`config.mk`:
```
export PLATFORM = sky130hd
export DESIGN_NAME = uart_host_port
export DESIGN_NICKNAME = d
export VERILOG_FILES = /design/src/rtl/uart_host_port_pkg.sv /design/src/rtl/uart_host_port.sv
export SDC_FILE = /design/constraint.sdc
export NUM_CORES = 1
export LEC_CHECK = 0
export ABC_AREA = 1
export BUFFER_PORTS_ARGS = -buffer_cell sky130_fd_sc_hd__buf_2
export CAP_MARGIN = 20
export CORE_UTILIZATION = 45
export DETAILED_ROUTE_END_ITERATION = 10
export PLACE_DENSITY_LB_ADDON = 0.12
export SETUP_SLACK_MARGIN = 0.15
export SLEW_MARGIN = 20
export SYNTH_ARGS = -nofsm -noshare
export SYNTH_HDL_FRONTEND = slang
export SYNTH_SLANG_ARGS = --single-unit
```
`constraint.sdc`:
```
create_clock -name clock -period 1.6 [get_ports clock]
set_clock_uncertainty 0.05 [all_clocks]
set_input_delay 0.4 -clock clock [delete_from_list [all_inputs] [get_ports clock]]
set_output_delay 0.4 -clock clock [all_outputs]
set_load 0.005 [all_outputs]
```
`src/rtl/uart_host_port_pkg.sv`:
```
// Shared bus types and UART register map for the UART host port and its clients.
package uart_host_port_pkg;

    localparam int XLEN        = 32;
    localparam int PADDR_WIDTH = 32;
    localparam int ID_WIDTH    = 4;

    typedef struct packed {
        logic                   valid;
        logic [PADDR_WIDTH-1:0] paddr;
        logic                   is_write;
        logic [XLEN-1:0]        data;
        logic [ID_WIDTH-1:0]    id;
    } device_req_t;

    typedef struct packed {
        logic                valid;
        logic [XLEN-1:0]     data;
        logic [ID_WIDTH-1:0] id;
    } device_res_t;

    // 16550 register offsets within the UART window
    localparam logic [PADDR_WIDTH-1:0] UART_RHR_THR = 32'd0;
    localparam logic [PADDR_WIDTH-1:0] UART_IER     = 32'd1;
    localparam logic [PADDR_WIDTH-1:0] UART_ISR_FCR = 32'd2;
    localparam logic [PADDR_WIDTH-1:0] UART_LCR     = 32'd3;
    localparam logic [PADDR_WIDTH-1:0] UART_LSR     = 32'd5;

    localparam int LSR_RHR_READY = 0;
    localparam int LSR_THR_ROOM  = 5;

    typedef enum logic {
        SIDE_RX = 1'b0,
        SIDE_TX = 1'b1
    } side_e;

    function automatic device_req_t mmio_req(
        input logic [PADDR_WIDTH-1:0] paddr,
        input logic                   is_write,
        input logic [XLEN-1:0]        data,
        input logic [ID_WIDTH-1:0]    id
    );
        device_req_t r;
        r.valid    = 1'b1;
        r.paddr    = paddr;
        r.is_write = is_write;
        r.data     = data;
        r.id       = id;
        return r;
    endfunction

endpackage

```
`src/rtl/uart_host_port.sv`:
```
// MMIO initiator that moves bytes between stream ports and a 16550 UART by
// polling LSR, writing THR and reading RHR, one bus request outstanding at a time.
module uart_host_port
    import uart_host_port_pkg::*;
#(
    parameter logic [PADDR_WIDTH-1:0] UART_BASE     = 32'h1000_0000,
    parameter logic [ID_WIDTH-1:0]    REQ_ID        = '0,
    parameter int                     POLL_INTERVAL = 1000,
    parameter int                     RESP_TIMEOUT  = 64
) (
    input  logic        clock,
    input  logic        reset,
    input  logic        tx_valid,
    input  logic [7:0]  tx_data,
    output logic        tx_ready,
    output logic        rx_valid,
    output logic [7:0]  rx_data,
    input  logic        rx_ready,
    output device_req_t req_out,
    input  device_res_t res_in,
    output logic        busy,
    output logic        timeout_err
);

    localparam int POLL_W = (POLL_INTERVAL > 1) ? $clog2(POLL_INTERVAL) : 1;
    localparam int TMO_W  = (RESP_TIMEOUT > 1) ? $clog2(RESP_TIMEOUT) : 1;
    localparam logic [POLL_W-1:0] POLL_LAST = POLL_W'(POLL_INTERVAL - 1);
    localparam logic [TMO_W-1:0]  TMO_LAST  = TMO_W'(RESP_TIMEOUT - 1);

    typedef enum logic [2:0] {
        IDLE,
        WAIT_LSR,
        WRITE_THR,
        READ_RHR,
        WAIT_RHR
    } state_e;

    state_e            state, state_d;
    logic [POLL_W-1:0] poll_cnt, poll_cnt_d;
    logic [TMO_W-1:0]  tmo_cnt, tmo_cnt_d;
    side_e             last_served, last_served_d;
    device_req_t       req_d;
    logic              tx_ready_d;
    logic              rx_valid_d;
    logic [7:0]        rx_data_d;
    logic              timeout_err_d;

    logic res_match;
    logic rx_elig;
    logic tx_elig;

    assign res_match = res_in.valid && (res_in.id == REQ_ID);
    assign rx_elig   = res_in.data[LSR_RHR_READY] && !rx_valid;
    assign tx_elig   = res_in.data[LSR_THR_ROOM] && tx_valid;
    assign busy      = (state != IDLE);

    always_comb begin
        state_d       = state;
        poll_cnt_d    = poll_cnt;
        tmo_cnt_d     = tmo_cnt;
        last_served_d = last_served;
        req_d         = '0;
        tx_ready_d    = 1'b0;
        timeout_err_d = 1'b0;
        rx_valid_d    = rx_valid && !rx_ready;
        rx_data_d     = rx_data;

        case (state)
            IDLE: begin
                if (tx_valid || (poll_cnt == POLL_LAST)) begin
                    req_d      = mmio_req(UART_BASE + UART_LSR, 1'b0, '0, REQ_ID);
                    poll_cnt_d = '0;
                    tmo_cnt_d  = '0;
                    state_d    = WAIT_LSR;
                end else begin
                    poll_cnt_d = poll_cnt + 1'b1;
                end
            end

            WAIT_LSR: begin
                if (res_match) begin
                    // When both sides are ready, the one not served last time wins
                    if (rx_elig && (!tx_elig || (last_served == SIDE_TX))) begin
                        last_served_d = SIDE_RX;
                        state_d       = READ_RHR;
                    end else if (tx_elig) begin
                        last_served_d = SIDE_TX;
                        state_d       = WRITE_THR;
                    end else begin
                        state_d = IDLE;
                    end
                end else if (tmo_cnt == TMO_LAST) begin
                    timeout_err_d = 1'b1;
                    state_d       = IDLE;
                end else begin
                    tmo_cnt_d = tmo_cnt + 1'b1;
                end
            end

            WRITE_THR: begin
                req_d      = mmio_req(UART_BASE + UART_RHR_THR, 1'b1, XLEN'(tx_data), REQ_ID);
                tx_ready_d = 1'b1;
                state_d    = IDLE;
            end

            READ_RHR: begin
                req_d     = mmio_req(UART_BASE + UART_RHR_THR, 1'b0, '0, REQ_ID);
                tmo_cnt_d = '0;
                state_d   = WAIT_RHR;
            end

            WAIT_RHR: begin
                if (res_match) begin
                    rx_data_d  = res_in.data[7:0];
                    rx_valid_d = 1'b1;
                    state_d    = IDLE;
                end else if (tmo_cnt == TMO_LAST) begin
                    timeout_err_d = 1'b1;
                    state_d       = IDLE;
                end else begin
                    tmo_cnt_d = tmo_cnt + 1'b1;
                end
            end

            default: state_d = IDLE;
        endcase
    end

    always_ff @(posedge clock or posedge reset) begin
        if (reset) begin
            state       <= IDLE;
            poll_cnt    <= '0;
            tmo_cnt     <= '0;
            last_served <= SIDE_RX;
            req_out     <= '0;
            tx_ready    <= 1'b0;
            rx_valid    <= 1'b0;
            rx_data     <= '0;
            timeout_err <= 1'b0;
        end else begin
            state       <= state_d;
            poll_cnt    <= poll_cnt_d;
            tmo_cnt     <= tmo_cnt_d;
            last_served <= last_served_d;
            req_out     <= req_d;
            tx_ready    <= tx_ready_d;
            rx_valid    <= rx_valid_d;
            rx_data     <= rx_data_d;
            timeout_err <= timeout_err_d;
        end
    end

endmodule

```
After elaboration in Yosys (flattened, before gate mapping) --
Cells that the tools add are included.
Operators by class: $add $sub $neg 2, equality and inequality tests 9, multiplexer cells 22, reductions and logical operators 19
Operator list (count):
- case mux 70 bit (3 select lines) | 1
- 2-to-1 mux 70 bit | 1
- 2-to-1 mux 6 bit | 3
- case mux 6 bit (3 select lines) | 1
- 2-to-1 mux 3 bit | 4
- case mux 3 bit (4 select lines) | 1
- adder 10 x 1 -> 10 bit, second input constant | 1
- equality test 10 bit, second input constant | 1
- 2-to-1 mux 10 bit | 1
- 2-to-1 mux 1 bit | 8
- adder 6 x 1 -> 6 bit, second input constant | 1
- equality test 3 x 2 -> 1 bit, second input constant | 2
- equality test 6 bit, second input constant | 1
- != test 2 bit, second input constant | 3
- nonzero test 3 bit | 2
- logical AND 1 bit | 5
- zero test 4 bit | 1
- 2-to-1 mux 2 bit | 2
- AND reduction 4 bit | 1
- equality test 3 x 1 -> 1 bit, second input constant | 1
- equality test 3 bit, second input constant | 1
- zero test 1 bit | 3
- zero test 3 bit | 1
- AND reduction 3 bit | 1
- 4 further kinds | 5
Word-level totals: register bits 101, output and inout port bits 82, word-level logic and storage cells 65

Logic depth before layout (Yosys ltp) --
Gate-level depths: netlist of run 1.
word-level depth 7, depth in mapped cells 8, gate-level depth less buffers 8

Worst setup path after synthesis of run 1 --
OpenSTA, ideal clock, no wires.
path kind flip-flop to flip-flop, start reg tmo_cnt[0], end reg tmo_cnt[5], setup time 0.119 ns, data arrival time 1.238 ns, slack 0.193 ns, cell stages (with the launch flop) 9, period minus slack after synthesis 1.407 ns, cells stage by stage dfrtp_1 ha_1 nand2_1 nand3b_1 nand2_1 nand2_4 nand3_4 nand2_1 nand2_1
On the way: cells in the longest elaborated chain, start to end 4, elaborated cells on any way between the ends 7, those cells by class add/sub (1); eq/ne (2); mux (3); reduce/logical (1)
RTL lines:
- from (decl) | RTL line uart_host_port.sv:40 | logic [TMO_W-1:0] tmo_cnt, tmo_cnt_d;
- from (signal assigned) | RTL line uart_host_port.sv:143 | tmo_cnt <= tmo_cnt_d;
- adder 6 x 1 -> 6 bit | RTL line uart_host_port.sv:96, uart_host_port.sv:121
- 2-to-1 mux 6 bit | RTL line uart_host_port.sv:92, uart_host_port.sv:117
- 2-to-1 mux 6 bit | RTL line uart_host_port.sv:113 | if (res_match) begin
- case mux 6 bit (3 select lines) | RTL line uart_host_port.sv:68 | case (state)
Parallel ways exist; a longest one is shown, timed or not. The select of a mux whose other input is x is not followed. A chain may end at the register's enable or synchronous reset.

Final worst setup path of run 1 --
start reg state[0], end out busy
On the way: cells in the longest elaborated chain, start to end 1
RTL lines:
- from (decl) | RTL line uart_host_port.sv:38 | state_e state, state_d;
- from (signal assigned) | RTL line uart_host_port.sv:141 | state <= state_d;
- nonzero test 3 bit | RTL line uart_host_port.sv:55 | assign busy = (state != IDLE);
- to (decl) | RTL line uart_host_port.sv:21 | output logic busy,
No other way between the ends.

==> results.md, run 1 <==
* Status: finished clean
* Worst Path Required at ~1.2 ns
* Final setup violation count at 0
* Post-synthesis mux area share at 0%
* Port Buf Inserts at between 40 and 50
* Register area share after synthesis at a little over two fifths
* Net switching power at between 1 and 1.5 mW
* Die area at 5790 sq um
* I/O Pins at approximately 130
* Delay-heaviest family, CP: flip-flops
* Final Slew Violations at 0
* Post-layout min period at about 1.5 ns
* Max Cap Violations at 0
* Fmax at ~670 MHz
* Buf/Inv on CP at 1
* Fin. Hold Viols at 0
* Root Buffer Master: clkbuf_8
* Complex-gate fraction of the synthesized area at 5.16%
* Post-route DRC at 0
* DRT iter0 DRCs at approximately 140
* Comb power frac at 32.3%
* R2R depth at 8
* Area growth syn-to-layout at 18.3%
* Setup total negative slack at 0 ns
* Initial antenna violation count at 0
* Synth Area in Adders at under 10%
* CP Capture Type: primary output
* Worst r2r src: state[0]
* RSZ-0062 raised after global routing: yes
* Post-Place Worst Slack at 0.113 ns
* Sw Ratio at 33.1%
* Drt wl/cell at roughly 10 um
* Layout cells sized above 1 at between 20 and 30%
* Crit-path max cell delay at approximately 0.44 ns
* Cell count after synthesis at 304
* Overall Power at approximately 3.4 mW
* Most common cell after layout, fill and taps aside: conb_1
* Stages on the worst setup path at 3
* Slowest CP cell: dfrtp_2
* Worst reg2reg setup slack at ~0.17 ns
* Die width at 76.1 um
* Hold Crit Class: in -> async
* Period utilisation layout at about 93%
* Nets at 425
* Count of cell types in the netlist at 27
* Seq cells post-synth at 42
* Reg2Reg Capture Point: tmo_cnt[5]
* Vert. Die Dim at 76.1 um
* Vias at 1934
* Commonest cells after routing, fill and taps aside: conb_1 (57), buf_2 (48), nand2_1 (47)
* Clock power frac at about 30%
* Largest family of logic cells by synthesized area: buffers and inverters
* Row cnt at 26
* Starting Density at a little under half
* Critical path fanouts, max at 2
* GR Overflow Total at 0
* Worst-Skew Late Latency at a little under 0.3 ns
* Via density at 4.35
* Post-Synth XOR/XNOR Area at under 10%
* CTS clk-pin slew, worst paths at ~0.080 ns
* # diodes at 0
* TritonCTS Buffers at 5
* Via count of the first global-routing pass at ~1700
* Largest net degree at the start of global routing at 26
* Sinks on Clock Net at 42
* Yosys warns at 0
* CP Class: reg -> out
* DRT Pass-1 Iters at 4
* CP Cell Sequence: nor2_4 -> nand2_4 -> buf_6
* H-tree depth at 2
* Sequential Power Share at 37.4%
* Post-route antenna net violation count at 0
* CTS tree: done
* GRT Total Usage at 16.3%
* Placeable Area at ~5200 sq um
* Peak supply drop at between 0.0006 and 0.0007 V
* Longest Clk Path Bufs at 2
* PnR worst setup slack at about 0.11 ns
* WP data arrival at between 1 and 1.5 ns
* RePlAce Congestion at approximately 0.85
* Cell Pwr Density at ~1200 nW/um^2
* Final WL at between 4000 and 5000 um
* Worst Setup Start Kind: flip-flop
* Hpwl dp at 3260 um
* Simple-gate share of the synthesized area at about 24%
* Synthesized area at between 2000 and 2500 sq um
* Avg Inst Size Synth at roughly 8.1 sq um
* Leak at roughly 1.7 nW
* First-pass GRT wire length at around 7600 um
* Internal at 2.28 mW
-- synthesized netlist by cell type --
cell,count,area (sq um)
inv_1,44,165
ha_1,2,25.0
clkbuf_2,1,5.00
nand3_4,3,52.6
buf_4,59,443
xnor2_1,2,17.5
buf_2,1,5.00
nand3_1,12,60.1
inv_2,2,7.51
inv_6,1,8.76
nor3_1,6,30.0
o21ai_0,15,75.1
nand2_1,56,210
a21oi_1,4,20.0
o22ai_1,1,6.26
xor2_1,1,8.76
conb_1,1,3.75
nor2_4,2,22.5
nand3b_1,1,7.51
dfrtp_1,42,1050
o21ai_1,1,5.00
nand4_1,11,68.8
nand2_4,3,33.8
nand2_2,2,12.5
o21bai_1,2,15.0
nor2_1,28,105
a31oi_1,1,6.26
-- state kept, by name (all words and copies together), names as in the netlist --
register     cells
req_out         11
poll_cnt        10
rx_data          8
tmo_cnt          6
state            3
last_served      1
rx_valid         1
timeout_err      1
tx_ready         1
-- worst max-delay path by stage --
stage,start,end
2_1_floorplan,reset,last_served
6_report,state[0],busy
5_1_grt,state[1],busy
3_3_place_gp,state[0],tmo_cnt[5]
3_5_place_dp,res_in[1],rx_data[5]
4_1_cts,state[1],busy
-- per-stage QoR --
step	util, %	instances	area, sq um	hold WS, ns
floorplan	-	360	2680	0.398
global placement	50.6	426	2630	0.411
detailed placement	50.6	426	2630	0.416
CTS	54.8	441	2850	0.0996
global route	56.2	445	2920	0.119
finish	56.2	445	2920	0.0997
-- metal layers --
layer	GRT usage, %	part of all wire (%)	vias to the layer above	routed length (um)
met1	20.4	45	892	2090
met5	0	0	-	0
met2	28.5	49	68	2260
met3	3.11	4.8	4	222
met4	5.19	0.98	0	45
li1	-	-	970	-
-- cell families after synthesis --
family / Yosys count
buffers and inverters: 108
other: 1
and+or+nand+nor: 124
adders and majority gates: 2
DFF: 42
xor gates and xnor gates: 3
AOI/OAI and AO/OA: 24
-- cell type report --
cell class / count / area [sq um]
fill: 521 / 2280
timing repair buffer: 67 / 399
multi-input combinational: 211 / 1060
sequential: 42 / 1050
tap: 70 / 87.6
clock inverter: 2 / 60.1
inverter: 47 / 184
clock buffer: 6 / 82.6
-- power by group through the flow --
stage,clock network (mW),registers [mW],logic [mW]
6_report,1.03,1.27,1.10
4_1_cts,1.06,1.27,1.01
5_1_grt,1.10,1.29,1.24
3_5_place_dp,0,1.31,0.872
2_1_floorplan,0,1.28,0.725
3_3_place_gp,0,1.30,0.863
-- worst reg2reg max path, cell delays in order, from the launching register on --
cell and delay, ns:
dfrtp_2 0.44, nor2_4 0.13, nand2_4 0.08, buf_4 0.19, inv_8 0.10, nand3_4 0.13
nand3_4 0.14, nand2_2 0.07, nand2_2 0.05
-- timing repair --
action	CTS	global route
pin swaps	6	8
setup endpoints to repair	9	17
resized for setup	8	15
cloned	0	1
hold buffers	0	0
setup buffers	7	3
Power figures use the tool's default switching activity.
==> run 2: changes to the inputs <==
--- a/config.mk
+++ b/config.mk
@@ -10,7 +10,7 @@
 export CAP_MARGIN = 20
 export CORE_UTILIZATION = 45
 export DETAILED_ROUTE_END_ITERATION = 10
-export PLACE_DENSITY_LB_ADDON = 0.12
+export PLACE_DENSITY = 0.78
 export SETUP_SLACK_MARGIN = 0.15
 export SLEW_MARGIN = 20
 export SYNTH_ARGS = -nofsm -noshare
==> constraint.sdc (replaced) <==
create_clock -name clock -period 1.6 [get_ports clock]
set_clock_uncertainty 0.05 [all_clocks]
set_input_delay 0.4 -clock clock [delete_from_list [all_inputs] [get_ports clock]]
set_output_delay 0.4 -clock clock [all_outputs]
set_load 0.02 [all_outputs]
==> run 2 against run 1 <==
Against the previous run: total power down 1.1%; sequential power about the same; hold slack got worse by 0.018 ns; largest cell class is now registers; maximum frequency fell by 0.81%; wire length down 0.59%; sequential cell count unchanged; via count up 1.9%; critical path depth unchanged; combinational power grew 13%; design area fell by 1.6%; register-to-register slack got worse by 0.07 ns.
==> results.md, run 2 (same netlist as run 1, synthesis figures left out) <==
* Largest net degree at the start of global routing at 28
* Crit-path max cell delay at between 0.4 and 0.5 ns
* CTS clk-pin slew, worst paths at about 0.08 ns
* Busiest grt layer: met2
* Worst reg2reg setup slack at approximately 0.10 ns
* GR Overflow Total at 0
* Layout filler cell count at 459
* Leak at about 1.7 nW
* Worst-Skew Late Latency at between 0.2 and 0.3 ns
* Design area at ~2900 sq um
* Reg with most FFs: req_out
* Final Slew Violations at 0
* Status: finished clean
* Overall Power at roughly 3.4 mW
* DRT Pass-1 Iters at 5
* Post-route DRC at 0
* WP data arrival at roughly 1.1 ns
* Hold Crit Class: in -> async
* CP Class: reg -> out
* Most common cell after layout, fill and taps aside: conb_1
* Critical path fanouts, max at 2
* Row cnt at 26
* Max Cap Violations at 0
* Setup total negative slack at 0 ns
* Buf/Inv on CP at 1
* Vert. Die Dim at around 76 um
* CP Capture Type: primary output
* Final setup violation count at 0
* Delay-heaviest family, CP: flip-flops
* Slowest CP cell: dfrtp_1
* Post-route antenna net violation count at 0
* Fmax at between 600 and 700 MHz
* Cell Pwr Density at roughly 1200 nW/um^2
* Vias at between 1500 and 2000
* Port Buf Inserts at 49
* Initial antenna violation count at 0
* Max reg flops at 11
* RSZ-0062 raised after global routing: yes
* GRT Total Usage at between 10% and 20%
* Drt wl/cell at approximately 10 um
* Die width at roughly 76 um
* Die area at between 5000 and 6000 sq um
* Via density at 4.43
* Root Buffer Master: clkbuf_8
* Worst Path Required at 1.15 ns
* Met1 global-route usage at roughly a fifth
* Hpwl dp at 3170 um
* Post-layout min period at roughly 1.5 ns
* Nets at 426
* Commonest cells after routing, fill and taps aside: conb_1 (57), nand2_1 (48), buf_2 (48)
* Sinks on Clock Net at 42
* Peak supply drop at ~0.00063 V
* Worst Setup Start Kind: flip-flop
* Fin. Hold Viols at 0
* CTS tree: done
* Placed inst area at roughly 2600 sq um
* # diodes at 0
* Met3 Usage GRT at 3.71%
* Starting Density at 47.5%
* Final WL at around 4600 um
* First-pass GRT wire length at about 7600 um
* Layout cells sized above 1 at 28.0%
* CP Cell Sequence: nor2_4 -> nand2_4 -> buf_6
* Period utilisation layout at a little over nine tenths
* RePlAce Congestion at between 0.8 and 0.9
* Area growth syn-to-layout at 16.4%
* Met2 usage at about 30%
* Longest Clk Path Bufs at 2
* Largest regs: req_out: 11 flops, poll_cnt: 10 flops, rx_data: 8 flops
* DRT iter0 DRCs at approximately 210
* I/O Pins at roughly 130
* TritonCTS Buffers at 5
* Via count of the first global-routing pass at around 1700
* H-tree depth at 2
* Placeable Area at 5200 sq um
## run 2: stage by stage
stage	std cells	setup WS, ns	utilization (%)	hold WS (ns)
2_1_floorplan	360	0.176	-	0.398
3_3_place_gp	422	0.0958	49.8	0.385
3_5_place_dp	422	0.0644	49.8	0.405
4_1_cts	441	0.106	54.1	0.0937
5_1_grt	445	0.0345	55.3	0.104
6_report	445	0.0947	55.3	0.0815
## run 2: worst paths after layout
path | from | endpoint | cells after the start
max | state[1] | busy | 3
min | reset | req_out[4] | 3
max in group asynchronous | reset | state[0] | 3
min reg2reg | rx_data[4] | rx_data[4] | 2
min in group clock | rx_ready | rx_valid | 2
max reg2reg | poll_cnt[0] | tmo_cnt[4] | 8
## run 2: cell type report
class,count,area (sq um),share of cell area (%)
multi-input cells,211,1040,36.3
inverters,47,184,6.39
well taps,70,87.6,3.04
clock inverters,1,30.0,1.04
clock buffers,6,82.6,2.87
flip-flops and latches,42,1050,36.7
repair buffers,68,394,13.7
## run 2: where the power goes
part           internal [mW]  total [mW]  leakage [nW]  switching (mW)
clock                  0.499       0.854        0.0573           0.354
combinational          0.444        1.24          1.05           0.791
sequential              1.18        1.28         0.571           0.103
total                   2.12        3.37          1.68            1.25
## run 2: routing by layer
layer	vias to the layer above	wire length, um
met3	6	295
li1	971	-
met5	-	0
met1	905	1870
met4	0	48
met2	88	2380
## run 2: timing repair
| item | 4_1_cts | 5_1_grt |
|---|---|---|
| resized for setup | 8 | 13 |
| setup buffers | 11 | 4 |
| setup endpoints to repair | 9 | 17 |
| cloned | 1 | 0 |
| pin swaps | 5 | 6 |
| hold buffers | 0 | 0 |
## run 2: worst min-delay path: cells and delay by family
family	cells	cell delay [ns]
buffers and inverters	3	0.39
